## src/rtl/clb_cfg_loader.sv

```systemverilog
// clb_cfg_loader: serial configuration loader for the CLB logic cell.
// Hunts the bitstream for an 8-bit preamble, shifts in a 37-bit frame plus
// an even-parity bit, and commits good frames to the cell's config outputs.

package clb_cfg_loader_pkg;

    localparam int unsigned PRE_W     = 8;
    localparam int unsigned PAYLOAD_W = 37;
    localparam int unsigned CNT_W     = 6;

    localparam logic [PRE_W-1:0] PREAMBLE = 8'hB7;

    // One configuration frame, first received bit in the MSB
    typedef struct packed {
        logic [15:0] mem;
        logic [1:0]  comboption;
        logic [1:0]  mux2sel;
        logic [1:0]  mux3sel;
        logic [1:0]  mux4sel;
        logic [1:0]  mux5sel;
        logic [1:0]  mux6sel;
        logic [5:0]  o2m;
        logic [1:0]  dqmux;
        logic        floporlatch;
    } cfg_frame_t;

    // Cell power-on defaults
    localparam cfg_frame_t CFG_DEFAULT = '{
        mem:         16'h0116,
        comboption:  2'b00,
        mux2sel:     2'b10,
        mux3sel:     2'b10,
        mux4sel:     2'b10,
        mux5sel:     2'b00,
        mux6sel:     2'b00,
        o2m:         6'b000111,
        dqmux:       2'b00,
        floporlatch: 1'b0
    };

    typedef enum logic [1:0] {
        ST_HUNT   = 2'd0,
        ST_LOAD   = 2'd1,
        ST_PARITY = 2'd2,
        ST_COMMIT = 2'd3
    } state_t;

endpackage

module clb_cfg_loader
    import clb_cfg_loader_pkg::*;
(
    input  logic        K,
    input  logic        RST,
    input  logic        DIN,
    input  logic        DEN,
    output logic [15:0] MEM,
    output logic [1:0]  COMBOPTION,
    output logic [1:0]  MUX2SEL,
    output logic [1:0]  MUX3SEL,
    output logic [1:0]  MUX4SEL,
    output logic [1:0]  MUX5SEL,
    output logic [1:0]  MUX6SEL,
    output logic [5:0]  O2M,
    output logic [1:0]  DQMUX,
    output logic        FLOPORLATCH,
    output logic        CFG_VALID,
    output logic        DONE,
    output logic        ERR,
    output logic        BUSY
);

    state_t               state;
    state_t               state_nxt;
    logic [PRE_W-1:0]     pre_shift;
    logic [CNT_W-1:0]     bit_cnt;
    logic [PAYLOAD_W-1:0] shadow;
    cfg_frame_t           cfg;
    logic                 cfg_valid;
    logic                 done;
    logic                 err;
    logic                 busy;

    logic [PRE_W-1:0]     pre_cand_c;
    logic                 pre_match_c;
    logic                 last_bit_c;
    logic                 parity_ok_c;
    logic                 hunt_shift_c;
    logic                 load_shift_c;
    logic                 perr_c;
    logic                 commit_c;

    // Candidate preamble window including the bit on DIN this cycle
    assign pre_cand_c  = {pre_shift[PRE_W-2:0], DIN};
    assign pre_match_c = (pre_cand_c == PREAMBLE);
    assign last_bit_c  = (bit_cnt == CNT_W'(PAYLOAD_W - 1));
    // Payload XOR parity bit must be zero
    assign parity_ok_c = ~((^shadow) ^ DIN);

    // State register
    always_ff @(posedge K or posedge RST) begin
        if (RST) begin
            state <= ST_HUNT;
        end else begin
            state <= state_nxt;
        end
    end

    // Next-state logic; DEN low stalls every state except COMMIT
    always_comb begin
        state_nxt = state;
        case (state)
            ST_HUNT: begin
                if (DEN && pre_match_c) begin
                    state_nxt = ST_LOAD;
                end
            end
            ST_LOAD: begin
                if (DEN && last_bit_c) begin
                    state_nxt = ST_PARITY;
                end
            end
            ST_PARITY: begin
                if (DEN) begin
                    state_nxt = parity_ok_c ? ST_COMMIT : ST_HUNT;
                end
            end
            ST_COMMIT: begin
                state_nxt = ST_HUNT;
            end
            default: begin
                state_nxt = ST_HUNT;
            end
        endcase
    end

    // Per-state datapath strobes
    always_comb begin
        hunt_shift_c = 1'b0;
        load_shift_c = 1'b0;
        perr_c       = 1'b0;
        commit_c     = 1'b0;
        case (state)
            ST_HUNT:   hunt_shift_c = DEN;
            ST_LOAD:   load_shift_c = DEN;
            ST_PARITY: perr_c       = DEN & ~parity_ok_c;
            ST_COMMIT: commit_c     = 1'b1;
            default:   ;
        endcase
    end

    // Preamble shifter; held at zero outside HUNT so no overlap carries over
    always_ff @(posedge K or posedge RST) begin
        if (RST) begin
            pre_shift <= '0;
        end else if (hunt_shift_c) begin
            pre_shift <= pre_match_c ? '0 : pre_cand_c;
        end else if (state != ST_HUNT) begin
            pre_shift <= '0;
        end
    end

    // Payload bit counter, zero on entry to LOAD
    always_ff @(posedge K or posedge RST) begin
        if (RST) begin
            bit_cnt <= '0;
        end else if (state != ST_LOAD) begin
            bit_cnt <= '0;
        end else if (load_shift_c) begin
            bit_cnt <= bit_cnt + CNT_W'(1);
        end
    end

    // Shadow register collects the frame; 37 shifts fully overwrite it
    always_ff @(posedge K or posedge RST) begin
        if (RST) begin
            shadow <= '0;
        end else if (load_shift_c) begin
            shadow <= {shadow[PAYLOAD_W-2:0], DIN};
        end
    end

    // Committed configuration, only updated from a parity-checked frame
    always_ff @(posedge K or posedge RST) begin
        if (RST) begin
            cfg <= CFG_DEFAULT;
        end else if (commit_c) begin
            cfg <= cfg_frame_t'(shadow);
        end
    end

    // Status flags
    always_ff @(posedge K or posedge RST) begin
        if (RST) begin
            cfg_valid <= 1'b0;
            done      <= 1'b0;
            err       <= 1'b0;
            busy      <= 1'b0;
        end else begin
            done <= commit_c;
            busy <= (state_nxt != ST_HUNT);
            if (commit_c) begin
                cfg_valid <= 1'b1;
                err       <= 1'b0;
            end else if (perr_c) begin
                err <= 1'b1;
            end
        end
    end

    assign MEM         = cfg.mem;
    assign COMBOPTION  = cfg.comboption;
    assign MUX2SEL     = cfg.mux2sel;
    assign MUX3SEL     = cfg.mux3sel;
    assign MUX4SEL     = cfg.mux4sel;
    assign MUX5SEL     = cfg.mux5sel;
    assign MUX6SEL     = cfg.mux6sel;
    assign O2M         = cfg.o2m;
    assign DQMUX       = cfg.dqmux;
    assign FLOPORLATCH = cfg.floporlatch;
    assign CFG_VALID   = cfg_valid;
    assign DONE        = done;
    assign ERR         = err;
    assign BUSY        = busy;

endmodule
```

## config.mk

```make
export PLATFORM = sky130hd
export DESIGN_NAME = clb_cfg_loader
export DESIGN_NICKNAME = d
export VERILOG_FILES = /design/src/rtl/clb_cfg_loader.sv
export SDC_FILE = /design/constraint.sdc
export NUM_CORES = 1
export LEC_CHECK = 0
export ABC_AREA = 1
export CAP_MARGIN = 5
export CORE_MARGIN = 2
export CORE_UTILIZATION = 45
export CTS_BUF_LIST = sky130_fd_sc_hd__clkbuf_4 sky130_fd_sc_hd__clkbuf_8 sky130_fd_sc_hd__clkbuf_16
export DETAILED_ROUTE_END_ITERATION = 7
export HOLD_SLACK_MARGIN = 0.08
export PLACE_DENSITY_LB_ADDON = 0.3
export SETUP_SLACK_MARGIN = 0.15
export SLEW_MARGIN = 15
export SYNTH_ARGS = -nofsm -noshare
export SYNTH_HDL_FRONTEND = slang
export SYNTH_SLANG_ARGS = --single-unit
```

## constraint.sdc

```tcl
create_clock -name K -period 3.2 [get_ports K]
set_input_delay 0.48 -clock K [delete_from_list [all_inputs] [get_ports K]]
set_output_delay 0.48 -clock K [all_outputs]
set_load 0.02 [all_outputs]
```

==> Word-level counts from Yosys, hierarchy flattened <==
Cells that the tools add are included.
{ "word_totals": {"out_inout_bits": 41, "inputBits": 4, "regBits": 93, "n_memories": 0, "elab_cells": 52, "romBits": 0, "ramBits": 0, "latch_bits": 0} }
{ "classes": {"magnitude_cmp": 0, "bitwise": 2, "eq_ne": 6, "reduce_logical": 9, "n_mul": 0, "shift": 0, "n_mux": 16, "add_sub_neg": 1, "div_mod_pow": 0} }
{ "ops": {"columns": ["op", "n"], "rows": [
  ["parity 37 bit", 1],
  ["two-way mux 7 bit", 3],
  ["two-way mux 6 bit", 2],
  ["nonzero test 2 bit", 5],
  ["equality test 8 bit (second input constant)", 1],
  ["two-way mux 2 bit", 4],
  ["case mux 2 bit (4 select lines)", 1],
  ["adder 6 x 1 -> 6 bit (second input constant)", 1],
  ["equality test 6 bit (second input constant)", 1],
  ["two-way mux 1 bit", 6],
  ["equality test 2 bit (second input constant)", 2],
  ["equality test 2 x 1 -> 1 bit (second input constant)", 1],
  ["logical AND 1 bit", 2],
  ["zero test 2 bit", 1],
  ["!= test 2 x 1 -> 1 bit (second input constant)", 1],
  ["bitwise AND 1 bit", 1],
  ["bitwise XOR 1 bit", 1]
]} }

==> Longest topological paths before layout <==
Gate-level depths: netlist of the first run.
{ "logic_depth": {"word_depth": 6, "depth_mapped": 15, "ltp_nobuf": 15} }

==> Least setup slack after synthesis of the first run <==
Ideal clock, no wire load.
{ "synth_path": {"path_type": "register to register", "startpoint": "register shadow[24]", "endpoint": "register busy, in the netlist BUSY", "arrival_time_ns": 1.405, "path_buffers": 0, "setup_time_ns": 0.135, "required_ns": 3.065, "period_less_slack_ns": 1.540, "slack_ns": 1.660, "stages_incl_launch_ff": 13, "path_cell_list": "dfrtp_1 xnor2_1 nand2_1 nand2_1 nand2_1 nand2_1 nand2_1 nand3_2 nand2_1 nand2_1 nand3_2 a21oi_2 nand4_1"} }
{ "synth_via": {"elab_chain_len": 6} }
{ "synth_rtl": {"columns": ["item", "line_no", "source"], "rows": [
  ["from (decl)", "77", "logic [PAYLOAD_W-1:0] shadow;"],
  ["from (signal assigned)", "179", "shadow <= {shadow[PAYLOAD_W-2:0], DIN};"],
  ["parity 37 bit", "98", "assign parity_ok_c = ~((^shadow) ^ DIN);"],
  ["bitwise XOR 1 bit", "98", null],
  ["two-way mux 2 bit", "125", "state_nxt = parity_ok_c ? ST_COMMIT : ST_HUNT;"],
  ["two-way mux 2 bit", "124", "if (DEN) begin"],
  ["case mux 2 bit (4 select lines)", "112", "case (state)"],
  ["nonzero test 2 bit", "201", "busy <= (state_nxt != ST_HUNT);"],
  ["to (signal assigned)", "201", null],
  ["to (decl)", "82", "logic busy;"]
]} }
Every way passes these cells.
A chain may end at the register's enable or synchronous reset.

==> Worst setup path in the final report of the first run <==
{ "layout_path": {"startpoint": "input port DEN", "endpoint": "register bit_cnt[3]"} }
{ "layout_via": {"elab_chain_len": 2} }
{ "layout_rtl": {"columns": ["item", "line_no", "source"], "rows": [
  ["from (decl)", "56", "input logic DEN,"],
  ["two-way mux 1 bit", "143", "case (state)"],
  ["nonzero test 2 bit (no line)", null, null],
  ["to (signal assigned)", "170", "bit_cnt <= bit_cnt + CNT_W'(1);"],
  ["to (decl)", "76", "logic [CNT_W-1:0] bit_cnt;"]
]} }
Every way passes these cells.

==> impl_metrics.toml, run 1 <==
[run_status]
status = "finished, final reports clean"

[clocking]
cts_buffers = 9
clock-sinks = 93
cts_tree = "done"
hold_buffers = 0
cts.clk_slew.worst_paths_ps = 100
cts_buffer_depth = 2
postCtsResizedCells = 0
clkLatencyLatePin_ps = 360
clockRootBuffer = "clkbuf_8"
cts_setup_buffers = 0
htree_levels = 3

[die]
die-area_um2 = 10300
die_height_um = 102
start_util_pct = 46.4
fp.dieW_um = 102
io_pins = 45
rows = 35
core_um2 = 9240

[sta]
hold_viol_final = 0
finalSetupTns_ps = 0
post-route-period-util_pct = 62.9
tightest_slew_ps = 864
setup_viol = 0
fmaxAchievable_mhz = 497
timing.final.ws_setup_ps = 1190
maxSlewViolCount = 0
slew_headroom_pct = 41.8
rsz0062_at_grt = "no"
fin_skew_ps = 11.8
fin_crit_ps = 2010
whs_ps = 456

[drt]
detail_route.first_pass.iterations = 4
drt_iter0_drc = 162
final_antenna_net_count = 0
drt_wl_total_mm = 7.96
vias = 3337
viasPerCell = 4.75
wl_per_cell_um = 11.3
route.detailed.drc = 0

[finish]
layout_commonest_cell = "nand2_1"
area_growth_syn_to_layout_pct = 18.1
final_cells = 702
drive_gt1_share_pct = 6.98
nNetsFinal = 574
antenna_cells = 0
most-common-layout-cells = "199 x nand2_1, 83 x dfrtp_1, 81 x o21ai_0"

[worst_setup_path]
cp_max_fo = 46
required_ps = 3440
r2r_setup_slack_ps = 1330
ff2ff_path_depth = 7
critPathArrivalTime_ps = 2250
cp-end-kind = "register"
worstSetupStartpointType = "input port"
timing.rr.end = "bit_cnt[3]"
critical_path_class = "input port to register"
regToRegStartpoint = "state[0]"

[grt]
grt_pass1_vias = 3224
grt_usage_pct = 17.1
grt-ovfl-total = 0
antenna_found_initial = 0
grt_max_degree = 64
grt_pass1_wl_mm = 14.2

[placed_design]
dp.cells = 686
io_buffers = 44
post-dp-hpwl_mm = 5.55
routabilityCongestion = 0.825
pre_cts_slack_ps = 809

[power_and_ir_drop]
p_leak_nw = 2.32
ir_worst_vdd_v = 0.000228
powerDensity_nw_per_um2 = 406

[logic_synthesis]
syn_nets = 533
netlist-cell-type-count = 28
yosysSeqAreaShare_pct = 54.6
synthMuxAreaShare_pct = 0
syn_area_um2 = 4290
synth_compound_area_share_pct = 10.9
syn-instance-count = 527
synthXorXnorAreaFrac_pct = 4.29
synthSimpleGateAreaFrac_pct = 22.6
synth.ff_latch_count = 93
yosys.area_share.adder_pct = 0.584
yosysWarnings = 0
avgSynthCellArea_um2 = 8.13
synth_top_family_by_area = "simple AND/OR/NAND/NOR gates"

[run]
cap_violations = 0

[min_path]
min_path_type = "input port to asynchronous set/reset pin"
## where the power goes
group	switching (mW)	internal, mW	total [mW]
clock network	0.424	0.363	0.787
registers	0.00777	1.19	1.20
logic	0.0495	0.0200	0.0695
## synthesized netlist by cell type (all sizes together)
library cell / n / area, um^2
nand2: 202 / 761
dfrtp: 83 / 2080
o21ai: 81 / 405
inv: 62 / 233
nand3: 22 / 125
clkbuf: 12 / 45.0
nor2: 11 / 41.3
xnor2: 11 / 96.3
dfstp: 10 / 263
xor2: 10 / 87.6
buf: 5 / 22.5
a21oi: 3 / 18.8
nand4: 3 / 18.8
ha: 2 / 25.0
o22ai: 2 / 12.5
or2: 2 / 12.5
nor3: 1 / 5.00
nor4: 1 / 6.26
o211ai: 1 / 7.51
o21a: 1 / 7.51
o31ai: 1 / 7.51
o32ai: 1 / 8.76
## per-layer routing
metal	up-vias	track usage (%)	routed length (um)
met5	-	0	0
met1	1545	22.8	3840
met2	57	28.1	3730
li1	1725	-	-
met3	10	3.66	268
met4	0	5.41	114
## per-stage QoR
| stage | power, mW | util [%] | instance area (um^2) |
|---|---|---|---|
| 2_1_floorplan | 1.27 | - | 4290 |
| 3_5_place_dp | 1.29 | 52.6 | 4860 |
| 6_report | 2.05 | 54.8 | 5060 |
| 3_3_place_gp | 1.29 | 52.6 | 4860 |
| 5_1_grt | 2.14 | 54.8 | 5060 |
| 4_1_cts | 2.08 | 54.8 | 5060 |
## worst max-delay path by stage
stage	start	endpoint	slack, ps	cells after the start
4_1_cts	MUX4SEL[1]	MUX4SEL[1]	1180	1
3_3_place_gp	DEN	bit_cnt[3]	840	6
2_1_floorplan	RST	BUSY	320	1
5_1_grt	DEN	bit_cnt[3]	980	6
6_report	DEN	bit_cnt[3]	1190	6
3_5_place_dp	DEN	bit_cnt[3]	810	6
## critical path, stage by stage
cell and delay [ps]:
clkdlybuf4s50_1 630, nand2_2 480, buf_4 430, nor2_1 90, nand2_1 60, o21ai_0 70
## area by class of cell
cell class / count / area [um^2]
Inverter: 62 / 234
Tap cell: 129 / 161
Timing Repair Buffer: 47 / 475
Sequential cell: 93 / 2340
Clock buffer: 9 / 124
Multi-Input combinational cell: 355 / 1650
Fill cell: 846 / 4180
Clock inverter: 7 / 75.1
## cell families (layout without fill, tap and decap cells)
logic type | after synthesis | after routing
AND/OR/NAND/NOR | 242 | 242
buffers and inverters | 79 | 125
flip-flops | 93 | 93
adder cells (fa/ha/maj) | 2 | 2
XOR/XNOR | 21 | 21
AO/OA/AOI/OAI | 90 | 90
## sequential cells by signal, indices dropped and copies added (netlist names), 6 cells and up
name and count:
pre_shift 7, O2M 6, MEM 16, shadow 37
bit_cnt 6
Note: power is estimated with default switching activity, not from simulation.
==> run 2: changes to the inputs <==
==> constraint.sdc (replaced) <==
create_clock -name K -period 2.08 [get_ports K]
set_input_delay 0.312 -clock K [delete_from_list [all_inputs] [get_ports K]]
set_output_delay 0.312 -clock K [all_outputs]
set_load 0.02 [all_outputs]
==> impl_metrics.toml, run 2 (synthesis gave the netlist of run 1 again) <==
[die]
start_util_pct = 46.4
rows = 35
io_pins = 45
die_height_um = 102
core_um2 = 9240
die-area_um2 = 10300
fp.dieW_um = 102

[grt]
grt_max_degree = 53
antenna_found_initial = 0
met3_usage_pct = 2.69
grt_use_met1_pct = 23.1
busiest_layer = "met2"
grtUsageMet2_pct = 31.1
grt_usage_pct = 18.2
grt_pass1_vias = 3475
grt-ovfl-total = 0
grt_pass1_wl_mm = 15.1

[placed_design]
pre_cts_slack_ps = -16.7
dpl_cell_area_um2 = 4930
routabilityCongestion = 0.815
dp.cells = 691
io_buffers = 44
post-dp-hpwl_mm = 5.96

[drt]
final_antenna_net_count = 0
detail_route.first_pass.iterations = 4
viasPerCell = 4.82
vias = 3446
drt_iter0_drc = 149
wl_per_cell_um = 12.2
route.detailed.drc = 0
drt_wl_total_mm = 8.74

[finish]
largest_reg_flops = 37
regMostFlops = "shadow"
area_growth_syn_to_layout_pct = 25.2
fillers = 835
layout_commonest_cell = "nand2_1"
final_cells = 715
antenna_cells = 0
final_area_um2 = 5370
nNetsFinal = 587
drive_gt1_share_pct = 20.5
most-common-layout-cells = "181 x nand2_1, 81 x o21ai_0, 68 x dfrtp_1"

[power_and_ir_drop]
ir_worst_vdd_v = 0.000314
powerDensity_nw_per_um2 = 579
p_clk_share_pct = 37.0
switchingPower_mw = 0.721
comb_power_share_pct = 3.7
swShare_pct = 23.2
p_leak_nw = 2.40
p_int_mw = 2.39
seqPwrFrac_pct = 59.2

[clocking]
clock-sinks = 93
clkLatencyLatePin_ps = 360
cts_buffers = 9
clockRootBuffer = "clkbuf_8"
cts.clk_slew.worst_paths_ps = 90
hold_buffers = 0
cts_tree = "done"
cts_buffer_depth = 2
htree_levels = 3

[worst_setup_path]
critPathArrivalTime_ps = 1510
cp_top_family = "buffers and inverters"
regToRegStartpoint = "shadow[24]"
path_cells = "clkdlybuf4s50_1"
critical_path_class = "register to primary output"
cp_slowest_cell = "clkdlybuf4s50_1"
cp-end-kind = "primary output"
r2r_setup_slack_ps = 280
ff2ff_path_depth = 12
timing.rr.end = "BUSY"
worstSetupStartpointType = "register"
max_stage_delay_ps = 610
cp_max_fo = 2
required_ps = 1770
crit_buf_inv = 1

[sta]
rsz0062_at_grt = "yes"
fmaxAchievable_mhz = 550
fin_crit_ps = 1820
fin_skew_ps = 8.93
slew_headroom_pct = 63.3
timing.final.ws_setup_ps = 260
maxSlewViolCount = 0
tightest_slew_ps = 548
post-route-period-util_pct = 87.5
setup_viol = 0
hold_viol_final = 0
finalSetupTns_ps = 0

[min_path]
min_path_type = "input port to asynchronous set/reset pin"

[run_status]
status = "finished, final reports clean"

[run]
cap_violations = 0
-- run 2: what timing repair did --
| action | CTS | global route |
|---|---|---|
| setup buffers | 0 | 8 |
| setup endpoints to repair | 0 | 4 |
| resized for setup | 0 | 69 |
-- run 2: final cells by class --
cell class | instances | area [um^2] | area share (%)
Tap cell | 129 | 161 | 3.01
Inverter | 62 | 236 | 4.41
Multi-Input combinational cell | 355 | 1820 | 33.9
Sequential cell | 93 | 2360 | 43.9
Timing Repair Buffer | 60 | 604 | 11.3
Clock buffer | 13 | 166 | 3.10
Clock inverter | 3 | 20.0 | 0.373
-- run 2: worst max path at each step --
| stage | start | to | slack [ps] | depth (start not counted) |
|---|---|---|---|---|
| after global routing | shadow[7] | BUSY | 120 | 15 |
| after CTS | shadow[27] | BUSY | 220 | 14 |
| after floorplan | shadow[24] | BUSY | 540 | 12 |
| after detailed placement | DIN | BUSY | -20 | 16 |
| after global placement | DIN | BUSY | 90 | 16 |
| final | MUX4SEL[1] | MUX4SEL[1] | 260 | 1 |
-- run 2: power by group through the flow --
| stage | Combinational, mW | Clock [mW] | Sequential, mW |
|---|---|---|---|
| 2_1_floorplan | 0.0785 | 0 | 1.87 |
| 3_3_place_gp | 0.114 | 0 | 1.88 |
| 3_5_place_dp | 0.119 | 0 | 1.88 |
| 4_1_cts | 0.118 | 1.17 | 1.84 |
| 5_1_grt | 0.138 | 1.26 | 1.84 |
| 6_report | 0.116 | 1.15 | 1.84 |
-- run 2: stage by stage --
step           hold slack (ps)  util, %  power, mW
2_1_floorplan              474        -       1.95
3_3_place_gp               458     53.3       1.99
3_5_place_dp               469     53.3       2.00
4_1_cts                    321     55.3       3.13
5_1_grt                    332     58.1       3.24
6_report                   307     58.1       3.11
-- run 2: per-layer routing --
metal  up-vias  part of all wire [%]  wire length [um]
met5         -                     0                 0
met4         0                   1.8               155
met3        15                   2.9               254
met2        58                    50              4340
met1      1621                    46              3990
li1       1752                     -                 -
==> run 3: changes to the inputs <==
--- a/config.mk
+++ b/config.mk
@@ -7,6 +7,7 @@
 export LEC_CHECK = 0
 export ABC_AREA = 1
 export CAP_MARGIN = 5
+export CORE_ASPECT_RATIO = 0.9
 export CORE_MARGIN = 2
 export CORE_UTILIZATION = 45
 export CTS_BUF_LIST = sky130_fd_sc_hd__clkbuf_4 sky130_fd_sc_hd__clkbuf_8 sky130_fd_sc_hd__clkbuf_16
==> constraint.sdc (replaced) <==
create_clock -name K -period 2.08 [get_ports K]
set_input_delay 0.416 -clock K [delete_from_list [all_inputs] [get_ports K]]
set_output_delay 0.416 -clock K [all_outputs]
set_load 0.02 [all_outputs]
==> impl_metrics.toml, run 3 (synthesis gave the netlist of run 1 again) <==
[sta]
fmaxAchievable_mhz = 553
fin_skew_ps = 9.04
setup_viol = 0
whs_ps = 477
post-route-period-util_pct = 86.9
hold_viol_final = 0
fin_crit_ps = 1810
tightest_slew_ps = 522
slew_headroom_pct = 65.2
rsz0062_at_grt = "yes"
maxSlewViolCount = 0

[placed_design]
routabilityCongestion = 0.825
io_buffers = 44
post-dp-hpwl_mm = 5.75

[worst_setup_path]
cp-end-kind = "primary output"
path_cells = "clkdlybuf4s50_1"
crit_buf_inv = 1
critical_path_class = "register to primary output"
worstSetupStartpointType = "register"
cp_slowest_cell = "clkdlybuf4s50_1"
critPathArrivalTime_ps = 1390
regToRegStartpoint = "shadow[24]"
max_stage_delay_ps = 640
cp_top_family = "buffers and inverters"
cp_max_fo = 2
cp-startpoint = "ERR"
required_ps = 1660

[clocking]
clock-sinks = 93
cts_tree = "done"
cts.clk_slew.worst_paths_ps = 90
clockRootBuffer = "clkbuf_8"
cts_buffers = 9
hold_buffers = 0
cts_buffer_depth = 2
clkLatencyLatePin_ps = 360
htree_levels = 3

[finish]
most-common-layout-cells = "197 x nand2_1, 81 x dfrtp_1, 81 x o21ai_0"
regMostFlops = "shadow"
drive_gt1_share_pct = 10.0
multiInputGateArea_um2 = 1680
area_growth_syn_to_layout_pct = 20.5
post-route-util_pct = 56.1
layout_commonest_cell = "nand2_1"
largest_reg_flops = 37
nNetsFinal = 581
final-seq-area_um2 = 2340
antenna_cells = 0
fillers = 817

[drt]
wl_per_cell_um = 11.7
route.detailed.drc = 0
final_antenna_net_count = 0
vias = 3354
drt_wl_total_mm = 8.19
viasPerCell = 4.78
detail_route.first_pass.iterations = 4
drt_iter0_drc = 147

[min_path]
min_from = "CFG_VALID"
min_path_type = "register to register"

[power_and_ir_drop]
ir_worst_vdd_v = 0.000352
p_total_mw = 3.18
powerDensity_nw_per_um2 = 615
p_leak_nw = 2.49

[grt]
antenna_found_initial = 0
grt_pass1_vias = 3186
grt_max_degree = 94
grt_pass1_wl_mm = 14.0
grt_usage_pct = 17.0
grt-ovfl-total = 0

[run_status]
status = "finished, final reports clean"

[run]
cap_violations = 0

[die]
fp.dieW_um = 107
io_pins = 45
core_um2 = 9210
die_height_um = 96.6
die-area_um2 = 10300
rows = 33
start_util_pct = 46.6
==> run 3: routing by layer <==
| layer | up-vias | GRT usage (%) | routed length [um] | part of all wire, % |
|---|---|---|---|---|
| li1 | 1736 | - | - | - |
| met3 | 7 | 4.36 | 309 | 3.8 |
| met5 | - | 0 | 0 | 0 |
| met2 | 49 | 29.4 | 3920 | 48 |
| met1 | 1562 | 21.1 | 3880 | 47 |
| met4 | 0 | 5.74 | 81 | 0.99 |
==> run 3: final cells by class <==
cell class / count / share of cell area (%)
clock buffers: 11 / 2.81
clock inverters: 5 / 1.14
inverters: 62 / 4.58
multi-input cells: 355 / 32.5
flip-flops and latches: 93 / 45.3
well taps: 122 / 2.96
repair buffers: 54 / 10.7
==> run 3: stage by stage <==
| step | setup TNS (ps) | std cells | instance area [um^2] | setup WS (ps) |
|---|---|---|---|---|
| 6_report | 0 | 702 | 5160 | 272 |
| 5_1_grt | 0 | 702 | 5160 | 121 |
| 4_1_cts | 0 | 702 | 5120 | 152 |
| 3_5_place_dp | -30.9 | 686 | 4920 | -30.9 |
| 3_3_place_gp | 0 | 686 | 4920 | 19.0 |
| 2_1_floorplan | 0 | 527 | 4290 | 540 |
==> run 3: power by group <==
group          leakage (nW)  switching, mW  total, mW  internal, mW
logic                  1.14         0.0768      0.111        0.0342
clock network        0.0994          0.623       1.23         0.604
registers              1.25         0.0129       1.84          1.83
==> run 3: final timing paths <==
kind	slack, ps	endpoint	cells past startpoint
setup / recovery	270	ERR	1
hold / removal	480	CFG_VALID	1
setup reg to reg	290	BUSY	12
hold reg to reg	480	CFG_VALID	1
max in group asynchronous	1120	shadow[31]	3
min in group asynchronous	510	DONE	3
==> run 3: repair_timing <==
action	CTS	global route
setup buffers	0	0
resized for setup	4	17
pin swaps	0	1
endpoints found under the setup margin	4	9
hold endpoints to repair	0	0
==> RTL edit 1, RTL diff (settings of run 3) <==
Compare `bit_cnt` against `CNT_W'(PAYLOAD_W - 1)` with >= in place of ==.
--- a/src/rtl/clb_cfg_loader.sv
+++ b/src/rtl/clb_cfg_loader.sv
@@ -95,3 +95,3 @@
     assign pre_match_c = (pre_cand_c == PREAMBLE);
-    assign last_bit_c  = (bit_cnt == CNT_W'(PAYLOAD_W - 1));
+    assign last_bit_c  = (bit_cnt >= CNT_W'(PAYLOAD_W - 1));
     // Payload XOR parity bit must be zero
Function: no difference found for any inputs over 10 cycles, from zero or initial values and one cycle with RST high; that may be too few to reach the edited logic, so the function may still have changed.
==> RTL edit 1 against run 3 <==
Worst setup slack gained 0.029 ns. Global-route usage is 0.39 points higher. Sequential cell count unchanged. Critical endpoint is now BUSY$_DFF_PP0_. Critical path depth grew 11. Wire length rose by 3.8%. Total power up 11%. Cell area up 1.4%. Area after synthesis shrank 0.35%. Count of clock-buffer cells in the layout did not move.
==> RTL edit 1: results (changes against run 3) <==
metric	value	unit	change
first-pass GRT wire length	14.4	mm	+3.3%
ranking of synthesized cells by area	dfrtp_1, nand2_1, o21ai_0		
syn_nets	526		-1.3%
largest register by flop count	shadow		
post-synth cell types	29		+3.6%
initial antenna violation count	0		unchanged
worst slack, placed	-0.0628	ns	-0.0319 ns
clock latency on the worst-skew pair	0.35	ns	
Routed wire per std cell	12.3	um	+5.1%
Cells after Synth	520		-1.3%
Reg2Reg Setup Slack	0.30	ns	
worst vdd ir	0.000381	V	+8.3%
worst-path fanout max	4		+2
reg-to-reg startpoint	shadow[24]$_DFFE_PP0P_		
CP arrival	2.01	ns	+0.62 ns
Inst Count DP	677		-1.3%
Clock Skew	0.00537	ns	-0.00367 ns
HP Start	CFG_VALID$_DFFE_PP0P_		
routed via count	3463		+3.2%
worst slew pin tran	0.496	ns	-0.0262 ns
Hold Path Sink	CFG_VALID$_DFFE_PP0P_		
post-synthesis sequential area ratio	54.8	%	+0.19 points
Critical path destination	BUSY$_DFF_PP0_		
DR iter-0 viols	170		+16%
Total Routing Usage GR	17.4	%	+0.39 points
min Tclk post-route	1.78	ns	-0.0293 ns
drt via density	5.00		+4.6%
WS Path Type	register to register		
Sw Ratio	19.7	%	-2.8 points
P&R area growth vs syn	22.6	%	
drt first pass iters	4		unchanged
clk pwr	1560	uW	+27%
vias in the first global route	3214		+0.88%
Final HPWL DP	5.75	mm	about the same
min-delay worst type	register to register		
maximum level of the CTS H-tree	3		unchanged
share of layout cells above drive strength 1	11.7	%	+1.7 points
Post-synth ARST share	100	%	unchanged
Largest register FFs	37		unchanged
Power Sequential	1840	uW	about the same
CTS buffer count	9		unchanged
Clk pin slew, worst setup/hold paths	0.09	ns	about the same
CTS root buf	clkbuf_8		
most frequent cells after synthesis	nand2_1, dfrtp_1, o21ai_0		
Routability Congestion	0.804		-2.6%
status	completed		
Leak	0.00255	uW	+2.3%
Total Nets Final	573		-1.4%
[RTL edit 1: worst max-delay path, stage by stage, from the launching register on]
cell and delay (ns):
dfrtp_1 0.48, xnor2_2 0.25, nand2_1 0.10, nand2_1 0.07, nand2_1 0.05, nand2_1 0.07, nand2_1 0.07, nand3_2 0.08
nand2_1 0.05, nand2_1 0.07, nand3_2 0.10, a21oi_2 0.16, nand4_1 0.08
[RTL edit 1: stage by stage]
| stage | power, uW | instance area [sq um] | hold WS (ns) |
|---|---|---|---|
| 2_1_floorplan | 1950 | 4280 | 0.475 |
| 3_3_place_gp | 1990 | 4880 | 0.454 |
| 3_5_place_dp | 1990 | 4880 | 0.461 |
| 4_1_cts | 3560 | 5140 | 0.480 |
| 5_1_grt | 3640 | 5240 | 0.504 |
| 6_report | 3510 | 5240 | 0.480 |
[RTL edit 1: area by class of cell]
type	count	area [sq um]
fillers	842	3930
flip-flops and latches	93	2340
multi-input cells	347	1700
repair buffers	53	541
inverters	63	240
well taps	122	153
clock buffers	11	145
clock inverters	4	120
[RTL edit 1: logic make-up after synthesis]
family                   synth area share, %
AND/OR/NAND/NOR                         21.8
flip-flops                              54.8
AO/OA/AOI/OAI                           11.6
buffers and inverters                   7.12
XOR/XNOR                                4.10
adder cells (fa/ha/maj)                0.586
[RTL edit 1: layer usage]
metal / track usage, % / up-vias / wire length [um]
li1: - / 1726 / -
met1: 23.7 / 1658 / 4090
met2: 28.2 / 68 / 3960
met3: 3.22 / 11 / 346
met4: 6.39 / 0 / 114
met5: 0 / - / 0
[RTL edit 1: timing repair]
action	CTS	global route
pin swaps	0	3
resized for setup	2	31
cloned	0	0
setup buffers	0	1
setup endpoints to repair	2	10
==> RTL edit 2, RTL diff (config.mk and constraints of run 3) <==
Made on the original files. The package constant `PAYLOAD_W` goes from 37 to 41.
--- a/src/rtl/clb_cfg_loader.sv
+++ b/src/rtl/clb_cfg_loader.sv
@@ -7,3 +7,3 @@
     localparam int unsigned PRE_W     = 8;
-    localparam int unsigned PAYLOAD_W = 37;
+    localparam int unsigned PAYLOAD_W = 41;
     localparam int unsigned CNT_W     = 6;
Check against the original RTL: same outputs for any inputs over 10 cycles, from zero or initial values and one cycle with RST high; that may be too few to reach the edited logic, so the function may still have changed.
==> RTL edit 2 against run 3 <==
Combinational power is 22% higher. Sequential cell count increased by 4. Cell area grew 7.3%. Wire length grew 11%. Worst setup slack worse by 0.082 ns. Total power increased by 18%. Count of clock-buffer cells in the layout is 1 higher. Area after synthesis up 6.4%. Highest routed layer unchanged.
==> RTL edit 2: results (changes against run 3) <==
metric	value	unit	change
flip-flop and latch count after synthesis	97		+4.3%
routed wire length on met2	4.30	mm	+9.8%
first-pass GRT wire length	15.6	mm	+12%
min-delay worst type	primary input to async pin		
most frequent cells after synthesis	nand2_1, dfrtp_1, o21ai_0		
wl on met1	4.24	mm	+9.2%
multiplexer area fraction after synthesis	0.494	%	+0.49 points
status	completed		
Compound-Gate Fraction of Synth Area	10.8	%	-0.080 points
n_taps	126		+3.3%
clk tree area frac	5.65	%	+1.7 points
non-clk buf share	10.1	%	-0.59 points
clock latency on the worst-skew pair	0.33	ns	-0.03 ns
post-synth cell types	25		-11%
Layout fillers	875		+7.1%
Final HPWL DP	6.40	mm	+11%
largest net degree at the start of global routing	43		-54%
Clock Skew	0.00542	ns	-0.00362 ns
# clk buffers	12		+1
fraction of area in registers	44.0	%	-1.3 points
CTS root buf	clkbuf_16		
xor and xnor area share after synthesis	4.61	%	+0.32 points
share of layout cells above drive strength 1	9.02	%	-0.98 points
Post-Synth Adder-Cell Area	0.549	%	-0.035 points
Routability Congestion	0.762		-7.6%
CP arrival	1.47	ns	+0.08 ns
pwr/cell area	678	mW/mm^2	+10%
largest stage delay on the critical path	0.60	ns	-0.04 ns
Total Nets Final	622		+7.1%
syn_nets	575		+7.9%
DP Area	0.00520	sq mm	+5.8%
==> RTL edit 2: changes by cell type in the layout (fill, tap and decap cells not counted), moves of 4 or more <==
| cell | run 3 | this run |
|---|---|---|
| nand2_1 | 197 | 224 |
| nand3_1 | 19 | 14 |
| o32ai_1 | 1 | 5 |
| clkbuf_16 | 0 | 9 |
| dfrtp_1 | 81 | 87 |
| clkdlybuf4s50_1 | 34 | 42 |
| dlymetal6s2s_1 | 6 | 2 |
| clkbuf_8 | 10 | 2 |
| dlygate4sd2_1 | 4 | 0 |
| inv_1 | 55 | 64 |
==> RTL edit 2: timing repair <==
action | in CTS | in global routing
gates resized for setup | 0 | 11
endpoints found under the setup margin | 0 | 5
buffers inserted | 0 | 0
==> RTL edit 2: path summary, 6_finish.rpt <==
check | from | endpoint | slack [ns]
worst max-delay path | MUX2SEL[1]$_DFFE_PP1P_ | MUX2SEL[1] | 0.19
worst min-delay path | RST | O2M[5]$_DFFE_PP0P_ | 0.44
worst max register to register | shadow[25]$_DFFE_PP0P_ | BUSY$_DFF_PP0_ | 0.30
worst min register to register | CFG_VALID$_DFFE_PP0P_ | CFG_VALID$_DFFE_PP0P_ | 0.48
max in group asynchronous | RST | MEM[8]$_DFFE_PP1P_ | 1.03
min in group K | CFG_VALID$_DFFE_PP0P_ | CFG_VALID$_DFFE_PP0P_ | 0.48
==> RTL edit 2: per-stage QoR <==
stage / hold slack (ns) / instances
3_3_place_gp: 0.450 / 731
2_1_floorplan: 0.456 / 569
3_5_place_dp: 0.471 / 731
5_1_grt: 0.458 / 747
6_report: 0.443 / 747
4_1_cts: 0.450 / 747
==> RTL edit 2: routing by layer <==
metal  global-route usage, %  vias to the layer above
met5                       0                        -
met4                    4.33                        0
met3                    5.11                       12
met2                    29.6                       72
met1                    23.1                     1708
li1                        -                     1869
